==> config.mk <==
export PLATFORM = sky130hd
export DESIGN_NAME = fp_to_int
export DESIGN_NICKNAME = d
export VERILOG_FILES = /design/src/rtl/fp_pkg.sv /design/src/rtl/fp_classify.sv /design/src/rtl/fp_to_int.sv
export SDC_FILE = /design/constraint.sdc
export NUM_CORES = 1
export LEC_CHECK = 0
export ABC_AREA = 1
export ABC_CLOCK_PERIOD_IN_PS = 10990
export BUFFER_PORTS_ARGS = -buffer_cell sky130_fd_sc_hd__buf_2
export CELL_PAD_IN_SITES_DETAIL_PLACEMENT = 0
export CELL_PAD_IN_SITES_GLOBAL_PLACEMENT = 1
export CORE_MARGIN = 2
export CORE_UTILIZATION = 30
export CTS_BUF_LIST = sky130_fd_sc_hd__clkbuf_8
export DETAILED_ROUTE_END_ITERATION = 6
export PLACE_DENSITY_LB_ADDON = 0.1
export REMOVE_ABC_BUFFERS = 1
export SLEW_MARGIN = 10
export SYNTH_ARGS = -nofsm -noshare
export SYNTH_HDL_FRONTEND = slang
export SYNTH_SLANG_ARGS = --single-unit
export TNS_END_PERCENT = 20
==> constraint.sdc <==
create_clock -name clk -period 10.99 [get_ports clk]
set_input_delay 1.099 -clock clk [delete_from_list [all_inputs] [get_ports clk]]
set_output_delay 1.099 -clock clk [all_outputs]
set_load 0.03 [all_outputs]
==> src/rtl/fp_pkg.sv <==
// Shared IEEE-754 single-precision field definitions and operand classes
// for the floating-point conversion and adder blocks.
package fp_pkg;

    localparam int FP_PRECISION = 32;
    localparam int FP_EXPONENT  = 8;
    localparam int FP_FRACTION  = 23;
    localparam int FP_BIAS      = 127;

    // Field extraction positions shared with FP_adder
    localparam int FP_SIGN_BIT  = FP_PRECISION - 1;
    localparam int FP_EXP_LSB   = FP_FRACTION;
    localparam int FP_EXP_MSB   = FP_FRACTION + FP_EXPONENT - 1;
    localparam int FP_MANT_W    = FP_FRACTION + 1;

    typedef enum logic [1:0] {
        FP_ZERO,
        FP_NORM,
        FP_INF,
        FP_NAN
    } fp_class_e;

endpackage

==> src/rtl/fp_classify.sv <==
// Combinational decode of an IEEE-754 operand into sign, unbiased exponent,
// mantissa with hidden bit, and operand class. Denormals classify as zero.
module fp_classify
    import fp_pkg::*;
#(
    parameter int PRECISION = FP_PRECISION,
    parameter int EXPONENT  = FP_EXPONENT,
    parameter int FRACTION  = FP_FRACTION,
    parameter int BIAS      = FP_BIAS
) (
    input  logic [PRECISION-1:0]       fp_operand,
    output logic                       sign,
    output logic signed [EXPONENT:0]   exp_unbiased,
    output logic [FRACTION:0]          mantissa,
    output logic                       frac_nonzero,
    output fp_class_e                  fp_class
);

    logic [EXPONENT-1:0] exp_field;
    logic [FRACTION-1:0] frac_field;

    always_comb begin
        sign         = fp_operand[PRECISION-1];
        exp_field    = fp_operand[FRACTION +: EXPONENT];
        frac_field   = fp_operand[FRACTION-1:0];
        frac_nonzero = |frac_field;
        mantissa     = {1'b1, frac_field};
        exp_unbiased = $signed({1'b0, exp_field}) - $signed((EXPONENT+1)'(BIAS));

        if (exp_field == '1)
            fp_class = frac_nonzero ? FP_NAN : FP_INF;
        else if (exp_field == '0)
            fp_class = FP_ZERO;
        else
            fp_class = FP_NORM;
    end

endmodule

==> src/rtl/fp_to_int.sv <==
// Three-stage IEEE-754 to signed integer converter, truncating toward zero
// with saturation; the whole pipeline freezes while the result is not taken.
module fp_to_int
    import fp_pkg::*;
#(
    parameter int PRECISION = FP_PRECISION,
    parameter int EXPONENT  = FP_EXPONENT,
    parameter int FRACTION  = FP_FRACTION,
    parameter int BIAS      = FP_BIAS,
    parameter int INT_WIDTH = 32
) (
    input  logic                 clk,
    input  logic                 reset_n,
    input  logic                 in_valid,
    output logic                 in_ready,
    input  logic [PRECISION-1:0] fp_operand,
    output logic                 out_valid,
    input  logic                 out_ready,
    output logic [INT_WIDTH-1:0] int_result,
    output logic                 overflow,
    output logic                 invalid,
    output logic                 inexact
);

    localparam int MAG_W = (INT_WIDTH > FRACTION + 1) ? INT_WIDTH : FRACTION + 1;
    localparam logic [FRACTION:0]  MANT_ONES = '1;
    localparam logic [INT_WIDTH-1:0] INT_MAX = {1'b0, {(INT_WIDTH-1){1'b1}}};
    localparam logic [INT_WIDTH-1:0] INT_MIN = {1'b1, {(INT_WIDTH-1){1'b0}}};

    logic stall;

    // Ready is forced high in reset so the first post-reset edge can accept
    always_comb begin
        stall    = out_valid & ~out_ready;
        in_ready = ~stall | ~reset_n;
    end

    logic                     c_sign;
    logic signed [EXPONENT:0] c_exp;
    logic [FRACTION:0]        c_mant;
    logic                     c_frac_nz;
    fp_class_e                c_class;

    fp_classify #(
        .PRECISION (PRECISION),
        .EXPONENT  (EXPONENT),
        .FRACTION  (FRACTION),
        .BIAS      (BIAS)
    ) u_classify (
        .fp_operand   (fp_operand),
        .sign         (c_sign),
        .exp_unbiased (c_exp),
        .mantissa     (c_mant),
        .frac_nonzero (c_frac_nz),
        .fp_class     (c_class)
    );

    logic                     s1_valid;
    logic                     s1_sign;
    logic signed [EXPONENT:0] s1_exp;
    logic [FRACTION:0]        s1_mant;
    logic                     s1_frac_nz;
    fp_class_e                s1_class;

    always_ff @(posedge clk) begin
        if (!reset_n) begin
            s1_valid <= 1'b0;
        end else if (!stall) begin
            s1_valid   <= in_valid;
            s1_sign    <= c_sign;
            s1_exp     <= c_exp;
            s1_mant    <= c_mant;
            s1_frac_nz <= c_frac_nz;
            s1_class   <= c_class;
        end
    end

    logic [INT_WIDTH-1:0] s2_mag_d;
    logic                 s2_big_d;
    logic                 s2_nan_d;
    logic                 s2_inexact_d;
    logic [MAG_W-1:0]     wide;
    logic [FRACTION:0]    lost_mask;
    int                   e_int;
    int unsigned          rsh;
    int unsigned          lsh;

    // Any exponent at or beyond INT_WIDTH is flagged as too big before shifting
    always_comb begin
        s2_big_d     = 1'b0;
        s2_nan_d     = 1'b0;
        s2_inexact_d = 1'b0;
        wide         = '0;
        lost_mask    = '0;
        e_int        = int'(s1_exp);
        rsh          = '0;
        lsh          = '0;
        unique case (s1_class)
            FP_NAN:  s2_nan_d     = 1'b1;
            FP_INF:  s2_big_d     = 1'b1;
            FP_ZERO: s2_inexact_d = s1_frac_nz;
            default: begin
                if (e_int < 0) begin
                    s2_inexact_d = 1'b1;
                end else if (e_int >= INT_WIDTH) begin
                    s2_big_d = 1'b1;
                end else if (e_int <= FRACTION) begin
                    rsh          = $unsigned(FRACTION - e_int);
                    wide         = MAG_W'(s1_mant >> rsh);
                    lost_mask    = ~(MANT_ONES << rsh);
                    s2_inexact_d = |(s1_mant & lost_mask);
                end else begin
                    lsh  = $unsigned(e_int - FRACTION);
                    wide = MAG_W'(s1_mant) << lsh;
                end
            end
        endcase
        s2_mag_d = wide[INT_WIDTH-1:0];
    end

    logic                 s2_valid;
    logic                 s2_sign;
    logic [INT_WIDTH-1:0] s2_mag;
    logic                 s2_big;
    logic                 s2_nan;
    logic                 s2_inexact;

    always_ff @(posedge clk) begin
        if (!reset_n) begin
            s2_valid <= 1'b0;
        end else if (!stall) begin
            s2_valid   <= s1_valid;
            s2_sign    <= s1_sign;
            s2_mag     <= s2_mag_d;
            s2_big     <= s2_big_d;
            s2_nan     <= s2_nan_d;
            s2_inexact <= s2_inexact_d;
        end
    end

    logic                 s3_ovf;
    logic [INT_WIDTH-1:0] s3_res;

    // Negative side tolerates exactly 2^(INT_WIDTH-1)
    always_comb begin
        s3_ovf = ~s2_nan & (s2_big | (s2_sign ? (s2_mag[INT_WIDTH-1] & |s2_mag[INT_WIDTH-2:0])
                                              : s2_mag[INT_WIDTH-1]));
        if (s2_nan)
            s3_res = '0;
        else if (s3_ovf)
            s3_res = s2_sign ? INT_MIN : INT_MAX;
        else
            s3_res = s2_sign ? -s2_mag : s2_mag;
    end

    always_ff @(posedge clk) begin
        if (!reset_n) begin
            out_valid  <= 1'b0;
            int_result <= '0;
            overflow   <= 1'b0;
            invalid    <= 1'b0;
            inexact    <= 1'b0;
        end else if (!stall) begin
            out_valid  <= s2_valid;
            int_result <= s2_valid ? s3_res : '0;
            overflow   <= s2_valid & s3_ovf;
            invalid    <= s2_valid & s2_nan;
            inexact    <= s2_valid & s2_inexact & ~s3_ovf & ~s2_nan;
        end
    end

endmodule

==> run_results.csv <==
group,metric,value,unit
critical_path,r2r_cells,11,
critical_path,cp.required,11230,ps
drt,drt-pass1-iter-count,5,
critical_path,cp-start-kind,"flip-flop",
cells_and_area,final_util,0.336,
global_routing,gr-usage-met3,0.0212,
yosys,ys.warnings.count,0,
global_routing,top_usage_layer,"met2",
critical_path,reg2reg_to,"s2_mag[18]$_SDFFCE_PP0P_",
timing,min_period,4090,ps
clock_tree,cts_tree,"yes",
yosys,syn-cell-area,8270,sq um
clock_tree,clkLatencyLatePin,400,ps
global_routing,grt_pass1_wl,46000,microns
global_routing,grt_pass1_vias,7927,
floorplan,start_util,0.306,
place,dp_hpwl,23400,microns
critical_path,arrival,4330,ps
timing,period_share,0.372,
cells_and_area,diodes,0,
critical_path,critPathKind,"flip-flop to flip-flop",
run_status,status,"finished clean",
clock_tree,cts_setup_buffers,0,
timing,rsz0062_at_grt,"no",
floorplan,die_x,170,microns
clock_tree,cts_buffer_depth,2,
pwr,ir_drop,0.0704,mV
clock_tree,ctsResizeCount,0,
timing,fmax,0.245,GHz
global_routing,grt_max_degree,76,
floorplan,die_height,170,microns
cells_and_area,final_cell_mix,"nand2_1 (365), nor2_1 (146), nand3_1 (140)",
timing,final_max_slew_viol_count,0,
global_routing,grt.met2_usage,0.369,
timing,slew-limit-headroom,0.361,
critical_path,cp_max_fo,27,
timing,fin_tns_setup,0,ps
global_routing,grt-ovfl-total,0,
timing,skew,15.0,ps
yosys,synth_seq_cells,110,
floorplan,die-area,28900,sq um
drt,wl_per_cell,18.3,microns
clock_tree,cts_hold_buf,0,
drt,wl,29700,microns
hold_path,hold_path.class,"flip-flop to flip-flop",
place,io_buffer_count,72,
critical_path,worstSetupEndpointType,"flip-flop",
drt,drtIter0Drc,674,
hold_path,hold_path.startpoint,"s1_sign$_DFFE_PP_",
floorplan,num_rows,60,
critical_path,r2r-start,"s1_exp[1]$_DFFE_PP_",
global_routing,antenna_found_initial,0,
cells_and_area,syn_to_final_growth,9.88,%
cells_and_area,layout-drive-gt1-share,0.112,
drt,via_per_inst,5.09,
drt,antenna_left,0,
critical_path,ff2ff_setup_slack,6900,ps
yosys,yosysUniqueCellTypes,46,
clock_tree,cts_root_buffer,"clkbuf_8",
clock_tree,clkSinkCount,110,
place,gp_congestion,0.943,
clock_tree,clk_pin_slew,110,ps
yosys,postSynthCellCount,1238,
critical_path,startpoint,"s1_exp[1]$_DFFE_PP_",
timing,worst_pin_slew,958,ps
clock_tree,cts_buffers,9,
timing,finalHoldViolCount,0,
global_routing,grtUsageTotal,0.210,
drt,vias,8262,
hold_path,hold_path_end,"s2_sign$_DFFE_PP_",
yosys,ys_seq_area_frac,0.354,
pwr,p_per_area,112,nW/um^2
pwr,p_leak,3.93,nW
floorplan,io-pin-count,73,
yosys,avgSynthCellArea,6.68,sq um
timing,finalSetupViolCount,0,
cells_and_area,fin_nets,1322,
clock_tree,h-tree-depth,3,
hold_path,min_path_cells,0,
job,cap_violations,0,
cells_and_area,final_common_cell,"nand2_1",
drt,drc,0,
floorplan,core,27000,sq um
global_routing,use_met1,0.269,
## area by class of cell
class                      instances  area [sq um]
inverter                          95           359
sequential                       110          2920
clock buffer                       9           124
tap                              341           427
fill                            3060         17900
timing repair buffer              85           458
clock inverter                     7          71.3
multi-input combinational        976          4720
## critical path: stages (launching register included)
cell and delay, ps:
edfxtp_1 900, inv_1 450, ha_1 410, buf_4 270, clkinv_1 680, nand2_1 310, nand3_1 170, o21bai_1 180
nand2_1 70, nor2_1 300, nor2_1 70, nor2_1 90
## cell families after synthesis
logic type	synth area share
flip-flops	0.354
XOR/XNOR	0.0339
buffers and inverters	0.0769
adder cells (fa/ha/maj)	0.0136
AND/OR/NAND/NOR	0.392
AO/OA/AOI/OAI	0.130
## synthesized netlist by cell type (all sizes together)
library cell    n  area (sq um)
nand2         375          1440
nor2          156           648
nand3         144           748
o21ai         117           616
inv            94           355
edfxtp         72          2160
a21oi          48           240
dfxtp          38           761
nand4          37           231
clkbuf         31           116
buf            26           160
xor2           22           193
o211ai         11          87.6
nor3           10          55.1
xnor2          10          87.6
ha              9           113
nor4            9          56.3
a31oi           8          50.1
nand3b          4          30.0
or2             4          25.0
a22oi           2          15.0
o21a            2          15.0
o22ai           2          12.5
o31ai           2          15.0
a22o            1          8.76
a32o            1          10.0
and2            1          6.26
clkinv          1          3.75
o21bai          1          7.51
## how the worst max path moves through the flow
stage	endpoint	slack [ps]
3_5_place_dp	s2_mag[18]$_SDFFCE_PP0P_	7020
5_1_grt	s2_mag[18]$_SDFFCE_PP0P_	6630
4_1_cts	s2_mag[18]$_SDFFCE_PP0P_	6970
3_3_place_gp	s2_mag[18]$_SDFFCE_PP0P_	6990
2_1_floorplan	int_result[28]$_SDFFE_PN0N_	5610
6_report	s2_mag[18]$_SDFFCE_PP0P_	6900
## where the power goes
part           total [mW]  switching [mW]  leakage (nW)  internal, mW
clock network       0.262           0.155         0.106         0.107
registers           0.480          0.0215          1.03         0.459
logic               0.277           0.200          2.80        0.0778
total                1.02           0.376          3.93         0.643
## state kept, by name (all words and copies together), names as in the netlist, 2 cells and up
name        cells
s1_mant        23
int_result     32
s2_mag         32
s1_exp          9
s1_class        2
## per-stage QoR
stage | power (mW) | std cells | hold WS [ps] | cell area [sq um] | setup slack [ps]
after floorplan | 0.670 | 1181 | 400 | 7990 | 5610
after global placement | 0.769 | 1607 | 403 | 8890 | 6990
after detailed placement | 0.765 | 1607 | 409 | 8890 | 7020
after CTS | 1.03 | 1623 | 436 | 9080 | 6970
after global routing | 1.08 | 1623 | 439 | 9080 | 6630
final | 1.02 | 1623 | 432 | 9080 | 6900
## per-layer routing
layer | wire length, microns | up-vias
met4 | 860 | 0
met2 | 14400 | 219
met5 | 0 | -
met3 | 965 | 40
met1 | 13500 | 3771
li1 | - | 4232
No activity file was read; power rests on OpenSTA's default activity.
